--- config.mk ---
export PLATFORM = sky130hd
export DESIGN_NAME = register_file
export DESIGN_NICKNAME = d
export VERILOG_FILES = /design/src/rtl/register_file.sv
export SDC_FILE = /design/constraint.sdc
export NUM_CORES = 1
export LEC_CHECK = 0
export ABC_AREA = 1
export BUFFER_PORTS_ARGS = -buffer_cell sky130_fd_sc_hd__buf_2
export CORE_MARGIN = 5
export CORE_UTILIZATION = 25
export DETAILED_ROUTE_END_ITERATION = 8
export SLEW_MARGIN = 20
export SYNTH_ARGS = -nofsm -noshare
export SYNTH_HDL_FRONTEND = slang
export SYNTH_SLANG_ARGS = --single-unit
--- constraint.sdc ---
create_clock -name i_clk -period 4.4 [get_ports i_clk]
set_clock_uncertainty 0.2 [all_clocks]
set_input_delay 0 -clock i_clk [delete_from_list [all_inputs] [get_ports i_clk]]
set_output_delay 0 -clock i_clk [all_outputs]
set_load 0.01 [all_outputs]
--- src/rtl/register_file.sv ---
// Eight 16-bit registers (R1..R4, S1..S4) sharing one write-data bus and one
// operation code, with two independent combinational read ports.
module register_file (
  input  logic        i_clk,
  input  logic        i_rstN,
  input  logic [15:0] i_data,
  input  logic [3:0]  i_regSel,
  input  logic [3:0]  i_scrSel,
  input  logic [2:0]  i_funSel,
  input  logic [2:0]  i_outASel,
  input  logic [2:0]  i_outBSel,
  output logic [15:0] o_outA,
  output logic [15:0] o_outB
);

  typedef enum logic [2:0] {
    FUN_DEC      = 3'b000,
    FUN_INC      = 3'b001,
    FUN_LOAD     = 3'b010,
    FUN_CLEAR    = 3'b011,
    FUN_CLR_LOW  = 3'b100,
    FUN_LOW_BYTE = 3'b101,
    FUN_HIGH_BYTE= 3'b110,
    FUN_SEXT_LOW = 3'b111
  } funSel_t;

  // Index 0..3 = R1..R4, 4..7 = S1..S4, matching the read-select encoding.
  logic [15:0] r_regs [8];
  logic [7:0]  w_en;

  // Bit 7 is R1's enable and bit 0 is S4's, so register k uses w_en[7-k].
  assign w_en = {i_regSel, i_scrSel};

  function automatic logic [15:0] applyFun(
    input logic [2:0]  fun,
    input logic [15:0] q,
    input logic [15:0] d
  );
    logic [15:0] result;
    result = q;
    case (funSel_t'(fun))
      FUN_DEC:       result = q - 16'd1;
      FUN_INC:       result = q + 16'd1;
      FUN_LOAD:      result = d;
      FUN_CLEAR:     result = 16'h0000;
      FUN_CLR_LOW:   result = {8'h00, d[7:0]};
      FUN_LOW_BYTE:  result = {q[15:8], d[7:0]};
      FUN_HIGH_BYTE: result = {d[7:0], q[7:0]};
      FUN_SEXT_LOW:  result = {{8{d[7]}}, d[7:0]};
      default:       result = q;
    endcase
    return result;
  endfunction

  for (genvar k = 0; k < 8; k++) begin : g_reg
    always_ff @(posedge i_clk or negedge i_rstN) begin
      if (!i_rstN) begin
        r_regs[k] <= 16'h0000;
      end else if (w_en[7-k]) begin
        r_regs[k] <= applyFun(i_funSel, r_regs[k], i_data);
      end
    end
  end

  assign o_outA = r_regs[i_outASel];
  assign o_outB = r_regs[i_outBSel];

endmodule

==> Word-level counts from Yosys, hierarchy flattened <==
Cells that the tools add are included.
{ "word_totals": {"ff_bits": 128, "latchBits": 0, "mem_bits_rw": 0, "rom_bits": 0, "out_inout_bits": 32, "wordCells": 76, "memories": 0} }
{ "op_classes": {"n_addsub": 16, "n_mul": 0, "div_mod_pow": 0, "n_lt_le_gt_ge": 2, "n_eq_ne": 7, "shift": 0, "mux": 14, "bitwise": 4, "reduce_logical": 17} }
{ "ops": {"columns": ["cell", "n"], "rows": [
  ["$pmux W16 S8", 8],
  ["$add A16 B1 Y16 const B", 8],
  ["$sub A16 B1 Y16 const B", 8],
  ["$bmux W16 S3", 2],
  ["$mux W16", 4],
  ["$reduce_and A2 Y1", 16],
  ["$eq A3 B3 Y1 const B", 4],
  ["$ge A4 B4 Y1 const B", 2],
  ["$not A3 Y4", 2],
  ["$eq A3 B2 Y1 const B", 2],
  ["$eq A3 B1 Y1 const B", 1],
  ["$logic_not A3 Y1", 1],
  ["$not A1 Y1", 2]
]} }

==> Depth between registers and ports, before layout <==
Gate-level depths: netlist (run 1).
{ "logic_depth": {"ltp_word": 4, "depth_mapped": 14, "mapped_depth_nobuf": 13} }

==> Least setup slack after synthesis (run 1) <==
No wires, ideal clock.
{ "synth_path": {"path_kind": "input port to flip-flop", "from": "in i_funSel[2]", "to": "reg r_regs[8] (netlist bit)", "arrival_time_ns": 2.309, "path_slack_ns": 1.814, "stages": 11, "path_buffers": 1, "path_cell_list": "buf_4 nor2_8 nand2_8 inv_1 fa_1 o21ai_0 nand2_1 nand2_1 xor2_1 nand2_1 a21oi_1"} }
{ "synth_between": {"elab_chain_cells": 3} }
{ "synth_lines": {"columns": ["element", "line", "rtl"], "rows": [
  ["start: declaration", "9", "input logic [2:0] i_funSel,"],
  ["branches (longest 3 deep; another with $pmux W16 S8)", null, null],
  ["end signal: indexed assignment", "60", "r_regs[k] <= applyFun(i_funSel, r_regs[k], i_data);"],
  ["end: declaration", "28", "logic [15:0] r_regs [8];"]
]} }
Several ways; the timed one is not identified.
A chain may end at the register's enable or synchronous reset.

==> Worst setup path after layout (run 1) <==
{ "layout_path": {"from": "in i_funSel[1]", "to": "reg r_regs[8] (netlist bit)"} }
The elaborated chain is that of the path after synthesis.

==> run_results.csv, run 1 <==
group,metric,value,unit
power,p_leak,9.06,nW
clock_network,htree_num_levels,4,
floorplanning,io_pins,67,
global_route,grt_max_degree,95,
power,powerDensity,377,mW/mm²
status,outcome,"completed",
synth,ys_types,36,
layout,antenna_cells,0,
layout,final_common_cell,"nand2_1",
power,peakVddDrop,0.283,mV
sta,period_needed,2.59,ns
global_route,groute.usage.overall,16.2,%
worst_setup_path,crit_chain,"buf_2, nor2_8, nand2_8, inv_1, fa_1, o21ai_0, nand2_1, nand2_1, xor2_1, nand2_1, a21oi_1",
global_route,grt_antenna_before_repair,3,
floorplanning,core,0.0602,mm²
sta,finalSetupTns,0,ns
worst_setup_path,crit_slowest_cell,"fa_1",
floorplanning,die_h,256,µm
floorplanning,rows,90,
place,routabilityCongestion,0.950,
global_route,gr-total-overflow,0,
synth,synth_flop_cell,"dfrtp_1",
global_route,grt_pass1_vias,14646,
synth,synth_fp_nets,2712,
worst_setup_path,path_class,"in2reg",
worst_setup_path,arrival,2.76,ns
detailed_routing,detail_route.wl_per_cell,16.4,µm
layout,drive_gt1_share,6.37,%
synth,seq_area_frac_synth,21.1,%
clock_network,numClockSinks,128,
power,switching_share,46.6,%
synth,syn_area,0.0152,mm²
place,place_hpwl,41000,µm
place,port_buffers,66,
layout,largest_reg_flops,128,
floorplanning,die-area,0.0657,mm²
sta,slew-limit-headroom,32.1,%
clock_network,ctsResizeCount,0,
synth,yosysWarnings,0,
sta,rsz0062_at_grt,"no",
worst_setup_path,cp_slowest_stage_delay,0.55,ns
clock_network,clockRootBuffer,"clkbuf_16",
clock_network,cts_tree,"done",
layout,top_register,"r_regs",
power,p_seq_share,25.4,%
detailed_routing,drt_wl_total,55600,µm
floorplanning,initial_utilization,25.2,%
clock_network,cts_made_buffers,17,
worst_setup_path,worst-path-max-fanout,62,
sta,timing.final.ws_setup,1.81,ns
sta,fmax,386,MHz
detailed_routing,first_pass_iters,6,
layout,layout_common_cells,"nand2_1, inv_1, nor2_1",
detailed_routing,antenna_left,0,
place,place_ws,1.33,ns
synth,synth_edf_count,0,
detailed_routing,routed_via_density,4.84,
detailed_routing,routed-via-count,16399,
sta,fin_crit_sh,58.9,%
power,internal_power,0.00343,W
sta,setup_viol,0,
global_route,grt_pass1_wl,85100,µm
min_path,holdCritPathClass,"in2async",
detailed_routing,drtIter0Drc,1556,
layout,syn_to_final_growth,12.2,%
clock_network,cts_buffer_depth,2,
synth,synth_seq_cells,128,
worst_setup_path,worst_setup_path_start_kind,"primary input",
sta,whs,0.0310,ns
clock_network,worstSkewPairLatency,0.44,ns
worst_setup_path,critPathRequiredTime,4.56,ns
synth,syn_area_per_cell,5.96,µm²
power,power.share.clock,24.4,%
synth,synthCells,2546,
layout,nets,2758,
sta,tightest_slew,1.02,ns
clock_network,cts.clk_slew.worst_paths,0.06,ns
floorplanning,fp.dieW,256,µm
worst_setup_path,endpoint_kind,"flop",
power,p_comb_share,50.2,%
synth,async_flop_share,100,%
sta,final_max_slew_viol_count,0,
job,maxCapViolations,0,
layout,largest_registers,"r_regs: 128 flops",
layout,fill_cells,6758,
sta,hold_violations,0,
worst_setup_path,crit_top_cell,"nand2_1",
detailed_routing,route.detailed.drc,0,
power,netSwitchingPower,0.00299,W
## kinds of logic (layout without fill, tap and decap cells)
family                     Yosys count  count (layout)  share of synthesized area, %
and+or+nand+nor                   1292            1292                          35.4
AOI/OAI and AO/OA                  481             481                          17.2
buffers and inverters              466             525                          12.0
adders and majority gates          131             131                          11.2
DFF                                128             128                          21.1
xor gates and xnor gates            48              48                          3.17
## final timing paths
kind,start,depth (start not counted),slack [ns],end
max,i_funSel[1],11,1.81,r_regs[8]
min,i_rstN,2,0.03,r_regs[93]
max reg2reg,r_regs[0],8,2.20,r_regs[8]
min reg2reg,r_regs[111],2,0.32,r_regs[111]
max in group asynchronous,i_rstN,3,2.85,r_regs[21]
min in group i_clk,i_data[6],5,0.04,r_regs[118]
## synthesized netlist by cell type (2+ instances only)
| master | instances | area, µm² |
|---|---|---|
| buf_6 | 5 | 56.3 |
| a31oi_1 | 52 | 325 |
| nand3b_1 | 17 | 128 |
| xor2_2 | 4 | 65.1 |
| nand2_1 | 757 | 2840 |
| xor2_1 | 24 | 210 |
| xnor2_2 | 4 | 65.1 |
| nand3_4 | 2 | 35.0 |
| inv_1 | 390 | 1460 |
| a21oi_2 | 4 | 35.0 |
| a21oi_1 | 239 | 1200 |
| buf_1 | 3 | 11.3 |
| nor3_1 | 32 | 160 |
| xnor2_1 | 16 | 140 |
| clkbuf_1 | 34 | 128 |
| o21ai_0 | 141 | 706 |
| nand3_2 | 7 | 70.1 |
| inv_2 | 13 | 48.8 |
| o211ai_1 | 18 | 135 |
| nor2_1 | 281 | 1050 |
| ha_1 | 123 | 1540 |
| dfrtp_1 | 128 | 3200 |
| nand3_1 | 151 | 756 |
| a221oi_1 | 4 | 35.0 |
| nand4_1 | 20 | 125 |
| or2_2 | 6 | 37.5 |
| a22oi_1 | 22 | 165 |
| fa_1 | 8 | 160 |
| buf_2 | 19 | 95.1 |
| nand2_2 | 16 | 100 |
## final cells by class
cell class,instances,area (µm²),area share [%]
Clock inverter,12,158,0.926
Inverter,404,1520,8.92
Sequential cell,128,3200,18.8
Multi-Input combinational cell,1952,10200,59.6
Timing Repair Buffer,89,557,3.27
Clock buffer,20,457,2.68
Tap cell,782,978,5.75
## power by group through the flow
stage               registers [W]  clock network, W  logic (W)
floorplan                 0.00153                 0    0.00240
global placement          0.00164                 0    0.00315
detailed placement        0.00164                 0    0.00316
CTS                       0.00162           0.00158    0.00319
global route              0.00165           0.00163    0.00367
finish                    0.00163           0.00156    0.00322
## through the flow
step | power (W) | utilization, % | cell area [µm²] | cells
after detailed placement | 0.00481 | 27.0 | 16300 | 3341
after CTS | 0.00640 | 28.3 | 17000 | 3387
after global routing | 0.00695 | 28.3 | 17000 | 3387
after floorplan | 0.00393 | - | 15200 | 2546
after global placement | 0.00479 | 27.0 | 16300 | 3341
final | 0.00641 | 28.3 | 17000 | 3387
## routing by layer
layer	share of wire (%)	track usage, %
met5	0	0
met4	3.1	4.95
met3	6.8	2.06
met2	44	25.7
met1	46	23.2
## critical path, delay by kind of cell
family                   cells  cell delay, ns
AO/OA/AOI/OAI                2            0.53
XOR/XNOR                     1            0.14
AND/OR/NAND/NOR              5            0.70
adder cells (fa/ha/maj)      1            0.55
buffers and inverters        2            0.80
## what timing repair did
item	CTS	global route
hold endpoints to repair	214	0
setup endpoints to repair	0	0
buffers inserted	0	0
hold buffers	14	0
No activity file was read; power rests on OpenSTA's default activity.
==> inputs of run 2 (changes only) <==
clock period = 2.7 ns   (was 4.4 ns; I/O delays follow)
==> run_results.csv, run 2 (synthesis gave the netlist of run 1 again) <==
group,metric,value,unit
place,place_hpwl,41700,µm
global_route,gr-total-overflow,0,
layout,largest_registers,"r_regs: 128 flops",
layout,fill_cells,6709,
global_route,use_met1,21.8,%
place,port_buffers,66,
global_route,use_met3,2.65,%
sta,finalSetupTns,0,ns
clock_network,htree_num_levels,4,
layout,drive_gt1_share,7.02,%
worst_setup_path,endpoint_kind,"primary output",
worst_setup_path,cp_slowest_stage_delay,0.64,ns
global_route,grt_pass1_wl,84300,µm
min_path,hold_depth,5,
clock_network,worstSkewPairLatency,0.44,ns
global_route,grt_max_degree,121,
power,peakVddDrop,0.429,mV
detailed_routing,routed_via_density,4.78,
detailed_routing,drt_wl_total,55100,µm
detailed_routing,routed-via-count,16297,
clock_network,ctsResizeCount,0,
floorplanning,fp.dieW,256,µm
status,outcome,"completed",
detailed_routing,antenna_left,0,
sta,slew-limit-headroom,45.5,%
floorplanning,rows,90,
clock_network,numClockSinks,128,
floorplanning,io_pins,67,
place,placed_area,0.0164,mm²
clock_network,postCtsSetupBuffers,0,
job,maxCapViolations,0,
sta,fin_crit_sh,86.8,%
global_route,grt_antenna_before_repair,5,
worst_setup_path,crit_chain,"inv_1, o21ai_0, a221oi_1, a31oi_1, buf_2",
power,p_leak,9.16,nW
clock_network,cts_made_buffers,17,
power,powerDensity,606,mW/mm²
worst_setup_path,worst_setup_path_start_kind,"flop",
clock_network,cts_buffer_depth,2,
sta,rsz0062_at_grt,"no",
global_route,groute.usage.overall,16.1,%
layout,layout_common_cells,"nand2_1, inv_1, nor2_1",
layout,top_register,"r_regs",
sta,period_needed,2.34,ns
layout,syn_to_final_growth,13.4,%
floorplanning,die-area,0.0657,mm²
sta,hold_violations,0,
layout,final_common_cell,"nand2_1",
worst_setup_path,reg2reg_depth,9,
floorplanning,initial_utilization,25.2,%
layout,largest_reg_flops,128,
detailed_routing,first_pass_iters,6,
worst_setup_path,worst-path-max-fanout,4,
floorplanning,core,0.0602,mm²
place,routabilityCongestion,1.01,
detailed_routing,drtIter0Drc,1429,
place,place_ws,0.314,ns
sta,timing.final.ws_setup,0.357,ns
sta,tightest_slew,0.817,ns
floorplanning,die_h,256,µm
worst_setup_path,critPathRequiredTime,2.50,ns
layout,postLayoutCellArea,0.0172,mm²
layout,final_util,28.6,%
global_route,use_met2,26.1,%
layout,nets,2775,
worst_setup_path,arrival,2.14,ns
detailed_routing,detail_route.wl_per_cell,16.2,µm
global_route,grt_pass1_vias,14756,
clock_network,cts.clk_slew.worst_paths,0.06,ns
clock_network,clockRootBuffer,"clkbuf_16",
sta,final_max_slew_viol_count,0,
worst_setup_path,path_class,"reg2out",
clock_network,cts_tree,"done",
global_route,grt.busiest_layer,"met2",
detailed_routing,route.detailed.drc,0,
sta,fmax,427,MHz
min_path,holdCritPathClass,"in2reg",
sta,setup_viol,0,
worst_setup_path,crit_slowest_cell,"a31oi_1",
## run 2: cell count changes in the layout (fill, tap and decap cells not counted), sizes merged
| cell | change |
|---|---|
| buf | +17 |
| clkbuf | -3 |
| inv | -2 |
| bufinv | +1 |
| clkinv | +4 |
| diode | +4 |
## run 2: final cells by class
type / instances / area (µm²) / share of cell area, %
antenna: 4 / 10.0 / 0.0582
clock buffer: 17 / 425 / 2.47
clock inverter: 15 / 194 / 1.13
inverter: 404 / 1520 / 8.83
multi-input combinational: 1952 / 10200 / 59.0
sequential: 128 / 3200 / 18.6
tap: 782 / 978 / 5.69
timing repair buffer: 106 / 722 / 4.20
## run 2: power by group
part	switching (W)	internal [W]	leakage, nW	total [W]
combinational	0.00341	0.00185	7.36	0.00526
clock	0.000978	0.00154	0.298	0.00252
sequential	0.000412	0.00224	1.50	0.00265
## run 2: path summary, 6_finish.rpt
kind / endpoint / start / slack (ns)
setup / recovery: o_outB[1] / r_regs[49] / 0.36
hold / removal: r_regs[70] / i_data[6] / 0.02
setup reg to reg: r_regs[72] / r_regs[64] / 0.51
hold reg to reg: r_regs[31] / r_regs[31] / 0.31
max in group asynchronous: r_regs[108] / i_rstN / 1.14
min in group asynchronous: r_regs[78] / i_rstN / 0.47
## run 2: metrics by stage
stage / power [W] / instances / hold slack [ns]
final: 0.0104 / 3408 / 0.0206
after global routing: 0.0113 / 3404 / 0.0426
after CTS: 0.0104 / 3403 / 0.00747
after detailed placement: 0.00785 / 3358 / -0.135
after global placement: 0.00782 / 3358 / -0.140
after floorplan: 0.00641 / 2546 / -0.496
## run 2: what timing repair did
item                                   in CTS  in global routing
hold buffers                               13                  1
endpoints found under the hold margin     248                  1
setup endpoints to repair                   0                  0
## run 2: critical path: cells and delay by family, from the launching register on
| family | cells | cell delay [ns] |
|---|---|---|
| flip-flops | 1 | 0.35 |
| AO/OA/AOI/OAI | 3 | 0.99 |
| buffers and inverters | 2 | 0.36 |
## run 2: metal layers
metal	vias up	part of all wire [%]
li1	8336	-
met1	7410	45
met2	460	45
met3	89	6.7
met4	2	3.2
met5	-	0.020
==> inputs of run 3 (changes only) <==
BUFFER_PORTS_ARGS = -buffer_cell sky130_fd_sc_hd__buf_4   (was -buffer_cell sky130_fd_sc_hd__buf_2)
GPL_TIMING_DRIVEN = 0   (was default)
==> run_results.csv, run 3 (synthesis gave the netlist of run 1 again) <==
group,metric,value,unit
sta,period_needed,2.47,ns
sta,slew-limit-headroom,46.5,%
layout,layout_common_cells,"nand2_1, inv_1, nor2_1",
worst_setup_path,endpoint_kind,"primary output",
layout,postLayoutCellArea,0.0175,mm²
clock_network,htree_num_levels,4,
place,place_ws,-1.01,ns
global_route,grt_max_degree,70,
min_path,hp-start,"i_funSel[2]",
worst_setup_path,arrival,2.27,ns
detailed_routing,routed_via_density,4.89,
min_path,holdCritPathClass,"in2reg",
worst_setup_path,worstReg2RegStart,"r_regs[0]",
sta,tightest_slew,0.801,ns
detailed_routing,drtIter0Drc,1419,
worst_setup_path,path_class,"reg2out",
worst_setup_path,critical_path_buf_inv_count,2,
global_route,groute.usage.overall,17.9,%
floorplanning,io_pins,67,
layout,largest_registers,"r_regs: 128 flops",
clock_network,clockRootBuffer,"clkbuf_16",
min_path,min_to,"r_regs[49]",
clock_network,numClockSinks,128,
sta,hold_violations,0,
layout,antenna_cells,0,
sta,fin_crit_sh,91.5,%
job,maxCapViolations,0,
worst_setup_path,ff2ff_setup_slack,0.44,ns
global_route,grt_pass1_vias,15297,
detailed_routing,first_pass_iters,8,
worst_setup_path,critPathTopFamily,"compound AO/OA/AOI/OAI gates",
status,outcome,"completed",
sta,setup_viol,0,
global_route,grt_antenna_before_repair,0,
worst_setup_path,reg2reg_depth,8,
worst_setup_path,crit_chain,"inv_1, o21ai_0, a221oi_1, a31oi_1, buf_4",
place,place_hpwl,45900,µm
clock_network,cts_tree,"done",
layout,nets,2816,
floorplanning,core,0.0602,mm²
global_route,grt_pass1_wl,91800,µm
floorplanning,initial_utilization,25.2,%
clock_network,worstSkewPairLatency,0.45,ns
detailed_routing,route.detailed.drc,0,
worst_setup_path,worst_setup_path_start_kind,"flop",
detailed_routing,antenna_left,0,
global_route,gr-total-overflow,0,
worst_setup_path,critPathRequiredTime,2.50,ns
sta,fmax,405,MHz
layout,final_util,29.1,%
layout,drive_gt1_share,7.06,%
detailed_routing,detail_route.wl_per_cell,18.1,µm
layout,final_common_cell,"nand2_1",
clock_network,cts_buffer_depth,2,
layout,syn_to_final_growth,15.5,%
place,routabilityCongestion,1.01,
sta,timing.final.ws_setup,0.228,ns
detailed_routing,routed-via-count,16853,
worst_setup_path,worst-path-max-fanout,4,
layout,top_register,"r_regs",
floorplanning,fp.dieW,256,µm
place,placed_area,0.0167,mm²
detailed_routing,drt_wl_total,62200,µm
layout,largest_reg_flops,128,
worst_setup_path,cp_slowest_stage_delay,0.64,ns
sta,final_max_slew_viol_count,0,
power,p_leak,9.28,nW
power,power.total,0.0107,W
min_path,hold_depth,5,
floorplanning,die_h,256,µm
clock_network,cts.clk_slew.worst_paths,0.07,ns
floorplanning,rows,90,
power,peakVddDrop,0.341,mV
worst_setup_path,crit_slowest_cell,"a31oi_1",
clock_network,cts_made_buffers,17,
worst_setup_path,r2r-end,"r_regs[8]",
sta,rsz0062_at_grt,"no",
floorplanning,die-area,0.0657,mm²
power,powerDensity,610,mW/mm²
place,port_buffers,64,
[run 3: worst max path at each step]
| stage | startpoint | end | slack [ns] | cells after the start |
|---|---|---|---|---|
| finish | r_regs[49] | o_outA[1] | 0.23 | 5 |
| detailed placement | i_funSel[1] | r_regs[8] | -1.01 | 12 |
| global route | i_funSel[1] | r_regs[8] | 0.17 | 12 |
| global placement | i_funSel[1] | r_regs[8] | -0.99 | 12 |
| floorplan | i_funSel[2] | r_regs[8] | 0.11 | 11 |
| CTS | i_funSel[1] | r_regs[8] | 0.15 | 13 |
[run 3: per-layer routing]
layer  routed length, µm  up-vias  GRT usage (%)
li1                    -     8426              -
met1               26700     7686           23.6
met2               28400      632           29.6
met3                4420      109           2.65
met4                2610        0           6.64
met5                   0        -              0
[run 3: report_power, final]
group	switching (W)	total, W	internal [W]
registers	0.000425	0.00266	0.00224
clock network	0.00102	0.00259	0.00157
logic	0.00352	0.00543	0.00191
[run 3: final cells by class]
cell class / count / area [µm²]
clock inverter: 13 / 185
sequential: 128 / 3200
multi-input combinational: 1954 / 10200
timing repair buffer: 83 / 706
inverter: 404 / 1520
buffer: 62 / 298
clock buffer: 19 / 443
fill: 6734 / 42700
tap: 782 / 978
[run 3: timing repair]
item / 4_1_cts / 5_1_grt
resized for setup: 1 / 1
setup buffers: 3 / 0
pin swaps: 1 / 1
hold buffers: 15 / 0
cloned: 1 / 1
setup endpoints to repair: 49 / 22
hold endpoints to repair: 252 / 0
[run 3: tightest hold or removal path: stages]
cell and delay (ns):
buf_4 0.17, buf_6 0.21, nor3_1 0.06, nor2_1 0.10
a22oi_1 0.07
[run 3: stage by stage]
step / TNS, ns / hold WS [ns] / instances
6_report: 0 / 0.0169 / 3445
5_1_grt: 0 / 0.0362 / 3445
4_1_cts: 0 / 0.00578 / 3444
3_5_place_dp: -54.01 / -0.224 / 3393
3_3_place_gp: -53.20 / 0.240 / 3392
2_1_floorplan: 0 / -0.496 / 2546
